<file path="config.mk">
export PLATFORM = sky130hd
export DESIGN_NAME = instr_fetch_sequencer_flat
export DESIGN_NICKNAME = d
export VERILOG_FILES = /design/src/rtl/fetch_pkg.sv /design/src/rtl/instr_fetch_sequencer_if.sv /design/src/rtl/instr_fetch_sequencer_decoder.sv /design/src/rtl/instr_fetch_sequencer.sv /design/src/flat_wrapper.sv
export SDC_FILE = /design/constraint.sdc
export NUM_CORES = 1
export LEC_CHECK = 0
export CORE_AREA = 2 2 98 124
export CTS_BUF_LIST = sky130_fd_sc_hd__clkbuf_2
export DETAILED_ROUTE_END_ITERATION = 10
export DIE_AREA = 0 0 100 126
export HOLD_SLACK_MARGIN = 0.06
export PLACE_DENSITY_LB_ADDON = 0.08
export SYNTH_ARGS = -nofsm -noshare
export SYNTH_HDL_FRONTEND = slang
export SYNTH_SLANG_ARGS = --single-unit
</file>
<file path="constraint.sdc">
create_clock -name clk -period 2.7 [get_ports clk]
set_input_delay 0.675 -clock clk [delete_from_list [all_inputs] [get_ports clk]]
set_output_delay 0.675 -clock clk [all_outputs]
set_load 0.01 [all_outputs]
</file>
<file path="src/rtl/fetch_pkg.sv">
// Shared types and constants for the instruction fetch sequencer:
// FSM states, instruction field geometry and the default halt opcode.
package fetch_pkg;

  typedef enum logic [1:0] {
    FETCH = 2'd0,
    WAIT  = 2'd1,
    ISSUE = 2'd2,
    HALT  = 2'd3
  } fetchState_e;

  localparam int INSTR_W  = 32;
  localparam int ADDR_W   = 32;
  localparam int COUNT_W  = 16;

  localparam int OPCODE_W = 5;
  localparam int REG_W    = 5;
  localparam int IMM_W    = 12;

  localparam int OPCODE_LSB = 0;
  localparam int RD_LSB     = 5;
  localparam int RS_LSB     = 10;
  localparam int RT_LSB     = 15;
  localparam int IMM_LSB    = 20;

  localparam logic [OPCODE_W-1:0] DEFAULT_HALT_OPCODE = 5'h1F;

endpackage

</file>
<file path="src/rtl/instr_fetch_sequencer_if.sv">
// Bundles the instruction-memory, redirect and issue signals of the sequencer.
// The master side is the sequencer; the slave side is memory plus consumer.
interface instr_fetch_sequencer_if;
  import fetch_pkg::*;

  logic                imem_req;
  logic [ADDR_W-1:0]   imem_addr;
  logic                imem_valid;
  logic [INSTR_W-1:0]  imem_data;

  logic                redirect;
  logic [ADDR_W-1:0]   redirect_pc;

  logic                issue_valid;
  logic                issue_ready;
  logic [ADDR_W-1:0]   issue_pc;
  logic [OPCODE_W-1:0] issue_opcode;
  logic [REG_W-1:0]    issue_rd;
  logic [REG_W-1:0]    issue_rs;
  logic [REG_W-1:0]    issue_rt;
  logic [IMM_W-1:0]    issue_imm;

  logic                halted;
  logic [COUNT_W-1:0]  issue_count;

  modport master (
    output imem_req, imem_addr,
    input  imem_valid, imem_data,
    input  redirect, redirect_pc,
    output issue_valid, issue_pc, issue_opcode, issue_rd, issue_rs, issue_rt, issue_imm,
    input  issue_ready,
    output halted, issue_count
  );

  modport slave (
    input  imem_req, imem_addr,
    output imem_valid, imem_data,
    output redirect, redirect_pc,
    input  issue_valid, issue_pc, issue_opcode, issue_rd, issue_rs, issue_rt, issue_imm,
    output issue_ready,
    input  halted, issue_count
  );

endinterface

</file>
<file path="src/rtl/instr_fetch_sequencer_decoder.sv">
// Purely combinational split of an instruction word into its issue fields.
module instruction_decoder
  import fetch_pkg::*;
(
  input  logic [INSTR_W-1:0]  instr_i,
  output logic [OPCODE_W-1:0] opcode_o,
  output logic [REG_W-1:0]    rd_o,
  output logic [REG_W-1:0]    rs_o,
  output logic [REG_W-1:0]    rt_o,
  output logic [IMM_W-1:0]    imm_o
);

  assign opcode_o = instr_i[OPCODE_LSB +: OPCODE_W];
  assign rd_o     = instr_i[RD_LSB     +: REG_W];
  assign rs_o     = instr_i[RS_LSB     +: REG_W];
  assign rt_o     = instr_i[RT_LSB     +: REG_W];
  assign imm_o    = instr_i[IMM_LSB    +: IMM_W];

endmodule

</file>
<file path="src/rtl/instr_fetch_sequencer.sv">
// Single-outstanding instruction fetch sequencer: fetch, wait for memory,
// offer the decoded instruction, and stop for good on the halt opcode.
module instr_fetch_sequencer
  import fetch_pkg::*;
#(
  parameter logic [ADDR_W-1:0]   RESET_PC    = 32'h0000_0000,
  parameter logic [OPCODE_W-1:0] HALT_OPCODE = DEFAULT_HALT_OPCODE
) (
  input  logic                   clk,
  input  logic                   reset,
  instr_fetch_sequencer_if.master bus
);

  fetchState_e          state_q, state_d;
  logic [ADDR_W-1:0]    pc_q, pc_d;
  logic [ADDR_W-1:0]    ipc_q, ipc_d;
  logic [INSTR_W-1:0]   ir_q, ir_d;
  logic                 squash_q, squash_d;
  logic [COUNT_W-1:0]   issue_count_q, issue_count_d;

  logic [OPCODE_W-1:0]  decOpcode;
  logic [REG_W-1:0]     decRd;
  logic [REG_W-1:0]     decRs;
  logic [REG_W-1:0]     decRt;
  logic [IMM_W-1:0]     decImm;

  instruction_decoder u_decoder (
    .instr_i  (ir_q),
    .opcode_o (decOpcode),
    .rd_o     (decRd),
    .rs_o     (decRs),
    .rt_o     (decRt),
    .imm_o    (decImm)
  );

  always_ff @(posedge clk) begin
    if (reset) begin
      state_q       <= FETCH;
      pc_q          <= RESET_PC;
      ipc_q         <= '0;
      ir_q          <= '0;
      squash_q      <= 1'b0;
      issue_count_q <= '0;
    end else begin
      state_q       <= state_d;
      pc_q          <= pc_d;
      ipc_q         <= ipc_d;
      ir_q          <= ir_d;
      squash_q      <= squash_d;
      issue_count_q <= issue_count_d;
    end
  end

  always_comb begin
    state_d         = state_q;
    pc_d            = pc_q;
    ipc_d           = ipc_q;
    ir_d            = ir_q;
    squash_d        = squash_q;
    issue_count_d   = issue_count_q;
    bus.imem_req    = 1'b0;
    bus.issue_valid = 1'b0;
    bus.halted      = 1'b0;

    case (state_q)
      FETCH: begin
        if (bus.redirect) begin
          pc_d = bus.redirect_pc;
        end else begin
          bus.imem_req = 1'b1;
          state_d      = WAIT;
        end
      end

      // A redirect while the request is in flight poisons its response,
      // whether that response arrives now or some cycles later.
      WAIT: begin
        if (bus.redirect) begin
          pc_d = bus.redirect_pc;
          if (bus.imem_valid) begin
            squash_d = 1'b0;
            state_d  = FETCH;
          end else begin
            squash_d = 1'b1;
          end
        end else if (bus.imem_valid) begin
          if (squash_q) begin
            squash_d = 1'b0;
            state_d  = FETCH;
          end else begin
            ir_d    = bus.imem_data;
            ipc_d   = pc_q;
            pc_d    = pc_q + 32'd4;
            state_d = ISSUE;
          end
        end
      end

      ISSUE: begin
        bus.issue_valid = 1'b1;
        if (bus.issue_ready) begin
          issue_count_d = issue_count_q + 16'd1;
          if (bus.redirect) begin
            pc_d    = bus.redirect_pc;
            state_d = FETCH;
          end else if (decOpcode == HALT_OPCODE) begin
            state_d = HALT;
          end else begin
            state_d = FETCH;
          end
        end else if (bus.redirect) begin
          pc_d    = bus.redirect_pc;
          state_d = FETCH;
        end
      end

      HALT: begin
        bus.halted = 1'b1;
      end

      default: begin
        state_d = FETCH;
      end
    endcase

    // The state register still holds its old value during the reset cycle.
    if (reset) begin
      bus.imem_req    = 1'b0;
      bus.issue_valid = 1'b0;
      bus.halted      = 1'b0;
    end
  end

  assign bus.imem_addr    = pc_q;
  assign bus.issue_pc     = ipc_q;
  assign bus.issue_opcode = decOpcode;
  assign bus.issue_rd     = decRd;
  assign bus.issue_rs     = decRs;
  assign bus.issue_rt     = decRt;
  assign bus.issue_imm    = decImm;
  assign bus.issue_count  = issue_count_q;

endmodule

</file>
<file path="src/flat_wrapper.sv">
// flat-port wrapper written by rule: the top's interface ports become plain ports
module instr_fetch_sequencer_flat import fetch_pkg::*;
#(
  parameter logic [ADDR_W-1:0]   RESET_PC    = 32'h0000_0000,
  parameter logic [OPCODE_W-1:0] HALT_OPCODE = DEFAULT_HALT_OPCODE
)
  (clk, reset, bus_imem_req, bus_imem_addr, bus_imem_valid, bus_imem_data, bus_redirect, bus_redirect_pc, bus_issue_valid, bus_issue_pc, bus_issue_opcode, bus_issue_rd, bus_issue_rs, bus_issue_rt, bus_issue_imm, bus_issue_ready, bus_halted, bus_issue_count);
  instr_fetch_sequencer_if bus_i ();
  input  logic clk;
  input  logic reset;
  output wire logic [$bits(bus_i.imem_req)-1:0] bus_imem_req;
  output wire logic [$bits(bus_i.imem_addr)-1:0] bus_imem_addr;
  input wire logic [$bits(bus_i.imem_valid)-1:0] bus_imem_valid;
  input wire logic [$bits(bus_i.imem_data)-1:0] bus_imem_data;
  input wire logic [$bits(bus_i.redirect)-1:0] bus_redirect;
  input wire logic [$bits(bus_i.redirect_pc)-1:0] bus_redirect_pc;
  output wire logic [$bits(bus_i.issue_valid)-1:0] bus_issue_valid;
  output wire logic [$bits(bus_i.issue_pc)-1:0] bus_issue_pc;
  output wire logic [$bits(bus_i.issue_opcode)-1:0] bus_issue_opcode;
  output wire logic [$bits(bus_i.issue_rd)-1:0] bus_issue_rd;
  output wire logic [$bits(bus_i.issue_rs)-1:0] bus_issue_rs;
  output wire logic [$bits(bus_i.issue_rt)-1:0] bus_issue_rt;
  output wire logic [$bits(bus_i.issue_imm)-1:0] bus_issue_imm;
  input wire logic [$bits(bus_i.issue_ready)-1:0] bus_issue_ready;
  output wire logic [$bits(bus_i.halted)-1:0] bus_halted;
  output wire logic [$bits(bus_i.issue_count)-1:0] bus_issue_count;
  assign bus_imem_req = bus_i.imem_req;
  assign bus_imem_addr = bus_i.imem_addr;
  assign bus_i.imem_valid = bus_imem_valid;
  assign bus_i.imem_data = bus_imem_data;
  assign bus_i.redirect = bus_redirect;
  assign bus_i.redirect_pc = bus_redirect_pc;
  assign bus_issue_valid = bus_i.issue_valid;
  assign bus_issue_pc = bus_i.issue_pc;
  assign bus_issue_opcode = bus_i.issue_opcode;
  assign bus_issue_rd = bus_i.issue_rd;
  assign bus_issue_rs = bus_i.issue_rs;
  assign bus_issue_rt = bus_i.issue_rt;
  assign bus_issue_imm = bus_i.issue_imm;
  assign bus_i.issue_ready = bus_issue_ready;
  assign bus_halted = bus_i.halted;
  assign bus_issue_count = bus_i.issue_count;
  instr_fetch_sequencer #(.RESET_PC(RESET_PC), .HALT_OPCODE(HALT_OPCODE)) u_core (.clk(clk), .reset(reset), .bus(bus_i));
endmodule
</file>
Word level (Yosys, flattened, before mapping)
Cells that the tools add are included.
{ "word_totals": {"wordCells": 55, "out_inout_bits": 115, "input_bits": 69, "regBits": 115} }
{ "classes": {"reduce_logical": 10, "n_mux": 25, "addsub": 2, "n_eq_ne": 10, "bitwise_logic": 2} }
{ "op_table": {"columns": ["cell", "count"], "rows": [
  ["2-to-1 mux 32 bit", 4],
  ["case mux 32 bit (2 select lines)", 1],
  ["adder 32 x 3 -> 32 bit, second input constant", 1],
  ["2-to-1 mux 2 bit", 9],
  ["adder 16 x 1 -> 16 bit, second input constant", 1],
  ["AND reduction 4 bit", 3],
  ["2-to-1 mux 1 bit", 10],
  ["!= test 3 bit, second input constant", 3],
  ["case mux 2 bit (3 select lines)", 1],
  ["equality test 5 bit, second input constant", 1],
  ["equality test 2 bit, second input constant", 2],
  ["!= test 2 bit, second input constant", 2],
  ["AND reduction 2 bit", 2],
  ["nonzero test 2 bit", 2],
  ["nonzero test 3 bit", 1],
  ["equality test 2 x 1 -> 1 bit, second input constant", 1],
  ["zero test 2 bit", 1],
  ["!= test 2 x 1 -> 1 bit, second input constant", 1],
  ["inverter 1 bit", 2],
  ["OR reduction 2 bit", 1]
]} }

Logic depth before layout (Yosys ltp)
Gate-level depths: netlist (run 1).
{ "depth": {"ltp_word": 5, "depth_mapped": 9, "ltp_nobuf": 7} }

By module
From an unflattened synthesis (run 1), not the netlist that was laid out.
{ "unflattened": {"hier_cells": 703, "hier_area_um2": 5465.2} }
{ "by_module_without_submodules": {"columns": ["module", "cells_per_inst", "area_per_inst_um2", "n_inst"], "rows": [
  ["instr_fetch_sequencer", 671, 5225.0, 1],
  ["instruction_decoder", 32, 240.2, 1]
]} }

Worst setup path after synthesis (run 1)
No wires, ideal clock.
{ "synth_timing": {"path_type": "input -> output", "start": "input port reset", "end": "output port bus_imem_req", "arrival_time_ns": 1.380, "required_ns": 2.025, "path_stages": 3, "n_path_buf": 2, "setup_slack_ns": 0.645, "cell_sequence": "clkbuf_1 > clkbuf_1 > nor3b_1"} }
{ "synth_via": {"elab_chain_len": 1} }
{ "synth_lines": {"columns": ["element", "line_no", "source"], "rows": [
  ["start, declared", "flat_wrapper.sv:10", "input logic reset;"],
  ["2-to-1 mux 1 bit", "instr_fetch_sequencer.sv:127", "if (reset) begin"],
  ["end, declared", "flat_wrapper.sv:11", "output wire logic [$bits(bus_i.imem_req)-1:0] bus_imem_req;"]
]} }
Every way passes these cells.

Worst setup path in the final report (run 1)
{ "layout_timing": {"start": "register u_core.pc_q[22], in the netlist u_core.bus.imem_addr[22]", "end": "output port bus_imem_addr[22]"} }
{ "layout_rtl": {"columns": ["element", "line_no", "source"], "rows": [
  ["start, declared", "instr_fetch_sequencer.sv:15", "logic [ADDR_W-1:0] pc_q, pc_d;"],
  ["start signal, assigned", "instr_fetch_sequencer.sv:46", "pc_q <= pc_d;"],
  ["end, declared", "flat_wrapper.sv:12", "output wire logic [$bits(bus_i.imem_addr)-1:0] bus_imem_addr;"]
]} }
No word-level cell between the ends.

==> impl_results.md, run 1 <==
* Hold Path Origin: reset
* Number of max-capacitance violations reported at 0
* Async set-or-reset flop fraction in the synthesized netlist at 0%
* Max Clock Skew at 25.78 ps
* Run status: completed
* Required time of the critical path at roughly 2000 ps
* Critical path cell sequence: clkdlybuf4s50_1
* Number of nets in the layout at roughly 930
* Vias in the first global route at between 5,000 and 6,000
* Hold Path Depth at 2
* Input/output buffers at around 180
* Starting density of the core at 46.03%
* Summed area of non-filler cells in the final layout at ~0.0076 sq mm
* Area Overhead vs Synth at 43.34%
* Endpoint with the worst hold slack: u_core.ir_q[2]
* Routed WL at ~16,000 um
* Post-CTS Hold Buffers at 0
* Net count of the mapped netlist at roughly 750
* Reg-to-reg critical path startpoint: u_core.state_q[1]
* Clk Tree Root Cell: sky130_fd_sc_hd__clkbuf_2
* Fillers at 1,009
* Arithmetic-cell share of the synthesized area counting full adders, half adders and majority gates at under 10%
* Top post-synthesis cells by area: sky130_fd_sc_hd__dfxtp_1 (44%), sky130_fd_sc_hd__nand2_1 (12%), sky130_fd_sc_hd__a21oi_1 (10%)
* Worst ir drop on vdd at between 0.0002 and 0.0003 V
* Worst-Margin Slew at 618.3 ps
* Crit path arrival time at 1880 ps
* Proportion of layout cells with a drive suffix above 1 at under 10%
* Top cell type by total area after synthesis: sky130_fd_sc_hd__dfxtp_1
* TritonCTS buffer count at 17
* Synthesized-area fraction occupied by and/or/nand/nor cells at roughly 28%
* Post-place instance area at 0.007293 sq mm
* Mean post-synth cell area at approximately 7.8 sq um
* Dominant delay contributor by cell family on the critical path: buffers and inverters
* Hold Crit Class: in -> reg
* Synthesized flop and latch total at 115
* Largest family of logic cells by synthesized area: simple AND/OR/NAND/NOR gates
* Total power of the final layout at around 3.9 mW
* Multiplexer area fraction after synthesis at under 10%
* Starting DRC count in detailed routing at 196
* Horiz. Die Dim at 100 um
* Skew-Pair Late Insertion Delay at between 600 and 700 ps
* Place WS at about 150 ps
* Final worst-path setup slack at 147.4 ps
* Count of boundary I/O pins at between 150 and 200
* Clock tree from TritonCTS: done
* PwrDens at just over 500 mW/mm^2
* RSZ-0062 raised after global routing: false
* Antenna violations before repair at 0
* Cell depth of the worst flop-to-flop path at 8
* Count of clock tree sinks at 115
* Instance count of the mapped netlist at 677
* RePlAce Congestion at 0.8990
* Final core occ at 65.99%
* Vias per cell at 5.554
* Yosys Warn Count at 0
* Global-route usage over all layers at approximately a quarter
* Count of endpoints failing hold in the final timing report at 0
* Cell Area, Synth at roughly 0.0053 sq mm
* Final Critical Period at roughly 2600 ps
* Iteration count of the initial detailed-routing pass at 5
* Post-Route Hold Slack at between 300 and 400 ps
* Cell depth of the worst setup path at 1
* Diodes inserted at 0
* Placed cells at ~980
* Die H at between 100 and 150 um
* CP max FO at 9
* Sum of net half-perimeters after detailed placement at 11,560 um
* Leading register cell type out of synthesis: sky130_fd_sc_hd__dfxtp_1
* LEAKAGE at 2.698 nW
* Clock transition at path regs at approximately 180 ps
* Routed length per instance at 16.02 um
* Buffers from clock root to sink, at most at 2
* Kind of end point of the critical path: primary output
* Number of setup violations in the final report at 0
* Slowest cell delay on critical path at slightly above 600 ps
* Crit start category: flip-flop
* Compound-cell area share of the yosys netlist at 18.40%
* Reg2reg setup slack at about 650 ps
* Standard cell core area at roughly 0.011 sq mm
* Slew HR at between 50% and 60%
* Worst Path Buf+Inv at 1
* Reg2Reg Capture Point: u_core.bus.imem_addr[30]
* Pins over their slew limit at 0
* Post-detailed-route count of antenna-violating nets at 0
* Depth of the CTS H-tree at 4
* Maximum clock frequency at approximately 400 MHz
* Die Outline Area at about 0.013 sq mm
* Seq/Total Area, Yosys at 43.67%
* Period Utilization, post-route at between 90% and 100%
* Post-route DRC at 0
* Row count at 44
* Fraction of synthesized cell area taken by the top area cell type at between 40% and 50%
* Post-Synth XOR/XNOR Area at ~1.8%
* Category of the critical setup timing path: reg -> out
* Setup_tns at 0 ps
* Wire length of the first global-routing pass at approximately 26,000 um
* Non-filler instance count after layout at around 1,000
* Count of flip-flops with a built-in enable after synthesis at 0
* Count of cell types in the netlist at 57
* Total overflow reported by the global router at 0
* Total number of vias at ~5,600
* Cell with the biggest individual delay on the critical path: sky130_fd_sc_hd__clkdlybuf4s50_1
* Largest net degree at the start of global routing at 57
-- synthesized netlist by cell type, types with 6 or more instances --
cell type	instances
sky130_fd_sc_hd__xnor2_1	9
sky130_fd_sc_hd__ha_1	6
sky130_fd_sc_hd__or3_1	7
sky130_fd_sc_hd__and3_1	13
sky130_fd_sc_hd__nand4_1	13
sky130_fd_sc_hd__mux2i_1	9
sky130_fd_sc_hd__and4_1	6
sky130_fd_sc_hd__inv_1	9
sky130_fd_sc_hd__o22ai_1	7
sky130_fd_sc_hd__buf_2	15
sky130_fd_sc_hd__nand3_1	18
sky130_fd_sc_hd__a31oi_1	6
sky130_fd_sc_hd__dfxtp_1	115
sky130_fd_sc_hd__nor3_1	15
sky130_fd_sc_hd__nor2_1	43
sky130_fd_sc_hd__a21oi_1	105
sky130_fd_sc_hd__clkbuf_1	29
sky130_fd_sc_hd__o21ai_0	13
sky130_fd_sc_hd__o21ai_1	10
sky130_fd_sc_hd__nand2_1	166
-- placed cells by master (no fill, tap or decap), drive strengths merged, types with 9 or more instances in the layout --
master,count
and3,13
a21oi,105
nor2,43
clkdlybuf4s50,179
buf,27
dfxtp,115
nand4,14
nand3,18
inv,10
mux2i,9
xnor2,9
clkbuf,18
nand2,166
nor3,19
o21ai,23
-- flip-flops by register name (all words and copies together) (netlist names) --
name                    cells
u_core.squash_q             1
u_core.state_q              2
u_core.bus.issue_pc        32
u_core.ir_q                32
u_core.bus.issue_count     16
u_core.bus.imem_addr       32
-- cell type report --
class / count / area (sq um) / share of cell area [%]
Timing Repair Buffer: 209 / 2049 / 27.12
Clock buffer: 18 / 90.09 / 1.192
Inverter: 10 / 37.54 / 0.4968
Multi-Input combinational cell: 504 / 2756 / 36.48
Tap cell: 138 / 172.7 / 2.285
Sequential cell: 115 / 2307 / 30.53
Clock inverter: 13 / 142.6 / 1.888
-- cell families (layout without fill, tap and decap cells) --
logic type,after synthesis,in the layout
and+or+nand+nor,310,310
AOI/OAI and AO/OA,167,167
DFF,115,115
buffers and inverters,58,250
xor gates and xnor gates,11,11
muxes,10,10
adders and majority gates,6,6
-- power by group --
part | switching [mW] | leakage (nW) | internal, mW
clock network | 0.630 | 0.137 | 0.497
logic | 0.406 | 1.62 | 0.419
registers | 0.132 | 0.936 | 1.79
-- metal layers --
layer	GRT usage [%]	up-vias	routed length, um
li1	-	2716	-
met1	28.38	2618	6063
met2	44.71	223	8273
met3	8.324	36	1380
met4	10.48	0	411
met5	0	-	0
-- timing repair --
action                                  4_1_cts  5_1_grt
endpoints found under the setup margin        3        2
buffers inserted                              0        0
pin swaps                                     0        0
resized for setup                             8        2
-- how the worst max path moves through the flow --
stage | startpoint | end | slack, ps
6_report | u_core.bus.imem_addr[22] | bus_imem_addr[22] | 150
5_1_grt | u_core.state_q[0] | bus_imem_req | 9
4_1_cts | u_core.state_q[1] | bus_halted | 20
3_5_place_dp | bus_redirect | u_core.bus.imem_addr[30] | 150
3_3_place_gp | bus_redirect | bus_imem_req | 150
2_1_floorplan | reset | bus_imem_req | 640
(Power assumes the default switching activity.)
==> run 2: changes to the inputs <==
Settings changed: REMOVE_ABC_BUFFERS set to 1.
==> run 2 against run 1 <==
First-iteration DRC count rose by 30%. Utilization shrank 0.21 points. Die area unchanged. Critical path depth unchanged. Worst hold slack better by 150 ps. Fmax decreased by 0.12%. Non-clock buffer count decreased by 3. Via count fell by 1.8%. Flip-flop and latch count did not move. Sequential share of layout area grew 0.13 points. Global-route usage shrank 0.25 points. Critical endpoint is now bus_imem_addr[21].
==> impl_results.md, run 2 (same netlist as run 1, synthesis figures left out) <==
* Slowest cell delay on critical path at roughly 600 ps
* Period Utilization, post-route at between 90% and 100%
* Final worst-path setup slack at around 140 ps
* PwrDens at about 500 mW/mm^2
* Number of setup violations in the final report at 0
* Reg-to-reg critical path startpoint: u_core.bus.imem_addr[2]
* RSZ-0062 raised after global routing: false
* Row count at between 40 and 50
* Required time of the critical path at just over 2000 ps
* Leading cell types in the layout, fill and taps excluded: sky130_fd_sc_hd__clkdlybuf4s50_1 (179), sky130_fd_sc_hd__nand2_1 (165), sky130_fd_sc_hd__dfxtp_1 (113)
* Total number of vias at ~5,500
* Crit path arrival time at approximately 1900 ps
* Category of the critical setup timing path: reg -> out
* Slew HR at between 50% and 60%
* Non-filler instance count after layout at 1,005
* Antenna violations before repair at 0
* Placed cells at roughly 970
* Worst ir drop on vdd at 0.0002475 V
* Count of clock tree sinks at 115
* Fillers at around 1,000
* Starting density of the core at 46.03%
* CP startpoint: u_core.bus.imem_addr[21]
* Die Outline Area at between 0.01 and 0.015 sq mm
* Depth of the CTS H-tree at 4
* Place WS at approximately 130 ps
* Largest net degree at the start of global routing at 67
* Clk Tree Root Cell: sky130_fd_sc_hd__clkbuf_2
* CP endpoint: bus_imem_addr[21]
* Pins over their slew limit at 0
* CP max FO at 10
* Skew-Pair Late Insertion Delay at around 700 ps
* Total overflow reported by the global router at 0
* Sum of net half-perimeters after detailed placement at about 11,000 um
* Max Clock Skew at approximately 28 ps
* Wire length of the first global-routing pass at ~26,000 um
* Post-detailed-route count of antenna-violating nets at 0
* Clock transition at path regs at about 200 ps
* Final core occ at 65.78%
* Clock tree from TritonCTS: done
* Worst Path Buf+Inv at 1
* Hold Crit Class: reg -> reg
* Cell depth of the worst flop-to-flop path at 6
* Post-place instance area at about 0.0073 sq mm
* Post-CTS Hold Buffers at 0
* Die H at 126 um
* Count of endpoints failing hold in the final timing report at 0
* Proportion of layout cells with a drive suffix above 1 at ~8.9%
* Final Critical Period at about 2600 ps
* Reg2Reg Capture Point: u_core.bus.imem_addr[30]
* Kind of end point of the critical path: primary output
* Standard cell core area at roughly 0.011 sq mm
* TritonCTS buffer count at 17
* Run status: completed
* Cell depth of the worst setup path at 1
* Global-route usage over all layers at 25.32%
* Starting DRC count in detailed routing at ~260
* Area Overhead vs Synth at 42.89%
* Setup_tns at 0 ps
* Summed area of non-filler cells in the final layout at around 0.0075 sq mm
* Post-route DRC at 0
* Routed length per instance at between 15 and 20 um
* Iteration count of the initial detailed-routing pass at 7
* Diodes inserted at 0
* Crit start category: flip-flop
* Number of nets in the layout at around 930
* RePlAce Congestion at approximately 0.86
* Most common cell after layout, fill and taps aside: sky130_fd_sc_hd__clkdlybuf4s50_1
* Maximum clock frequency at around 400 MHz
* Worst-Margin Slew at 730.9 ps
* Input/output buffers at between 150 and 200
* Count of boundary I/O pins at around 180
* Cell with the biggest individual delay on the critical path: sky130_fd_sc_hd__clkdlybuf4s50_1
* LEAKAGE at 2.644 nW
* Routed WL at about 16,000 um
* Dominant delay contributor by cell family on the critical path: buffers and inverters
* Reg2reg setup slack at between 400 and 500 ps
* Vias in the first global route at between 5,000 and 6,000
* Critical path cell sequence: clkdlybuf4s50_1
* Vias per cell at ~5.5
* Buffers from clock root to sink, at most at 2
* Horiz. Die Dim at 100 um
* Number of max-capacitance violations reported at 0
## run 2: changes by cell type in the layout (fill, tap and decap cells not counted), sizes merged, moves of 2 or more
cell / before / now
clkinv: 8 / 5
inv: 10 / 12
bufinv: 3 / 1
clkinvlp: 2 / 7
buf: 27 / 24
## run 2: how the worst min path moves through the flow
| stage | startpoint | end | slack (ps) | depth (start not counted) |
|---|---|---|---|---|
| 3_3_place_gp | u_core.bus.issue_pc[3] | u_core.bus.issue_pc[3] | 440 | 2 |
| 3_5_place_dp | u_core.bus.issue_pc[3] | u_core.bus.issue_pc[3] | 450 | 2 |
| 5_1_grt | reset | u_core.bus.issue_pc[26] | 420 | 3 |
| 6_report | u_core.bus.issue_pc[11] | u_core.bus.issue_pc[11] | 470 | 2 |
| 4_1_cts | reset | u_core.bus.issue_pc[24] | 410 | 3 |
| 2_1_floorplan | u_core.bus.issue_pc[0] | u_core.bus.issue_pc[0] | 470 | 2 |
## run 2: per-layer routing
metal  up-vias  track usage [%]  wire (um)
li1       2712                -          -
met2       187            44.40       8198
met5         -                0          0
met3        16            6.271        815
met4         0            9.025        191
met1      2578            29.80       6325
## run 2: repair_timing
| action | in CTS | in global routing |
|---|---|---|
| setup buffers | 0 | 0 |
| resized for setup | 10 | 2 |
| setup endpoints to repair | 3 | 1 |
## run 2: layout make-up
class	instances	area, sq um	area share [%]
multi-input cells	504	2756	36.59
flip-flops and latches	115	2310	30.66
repair buffers	206	2036	27.03
well taps	138	172.7	2.292
clock inverters	15	135.1	1.794
clock buffers	17	85.08	1.130
inverters	10	37.54	0.4983
## run 2: stage by stage
step / hold WS (ps) / power [mW]
after global placement: 441.1 / 2.728
after detailed placement: 447.2 / 2.752
after CTS: 410.4 / 3.798
after floorplan: 474.5 / 2.273
after global routing: 422.8 / 3.972
final: 465.4 / 3.771
## run 2: power breakdown
group	leakage (nW)	switching, mW	total, mW	internal [mW]
clock network	0.113	0.711	1.04	0.332
registers	0.936	0.124	1.91	1.79
logic	1.59	0.401	0.816	0.416
total	2.64	1.24	3.77	2.54
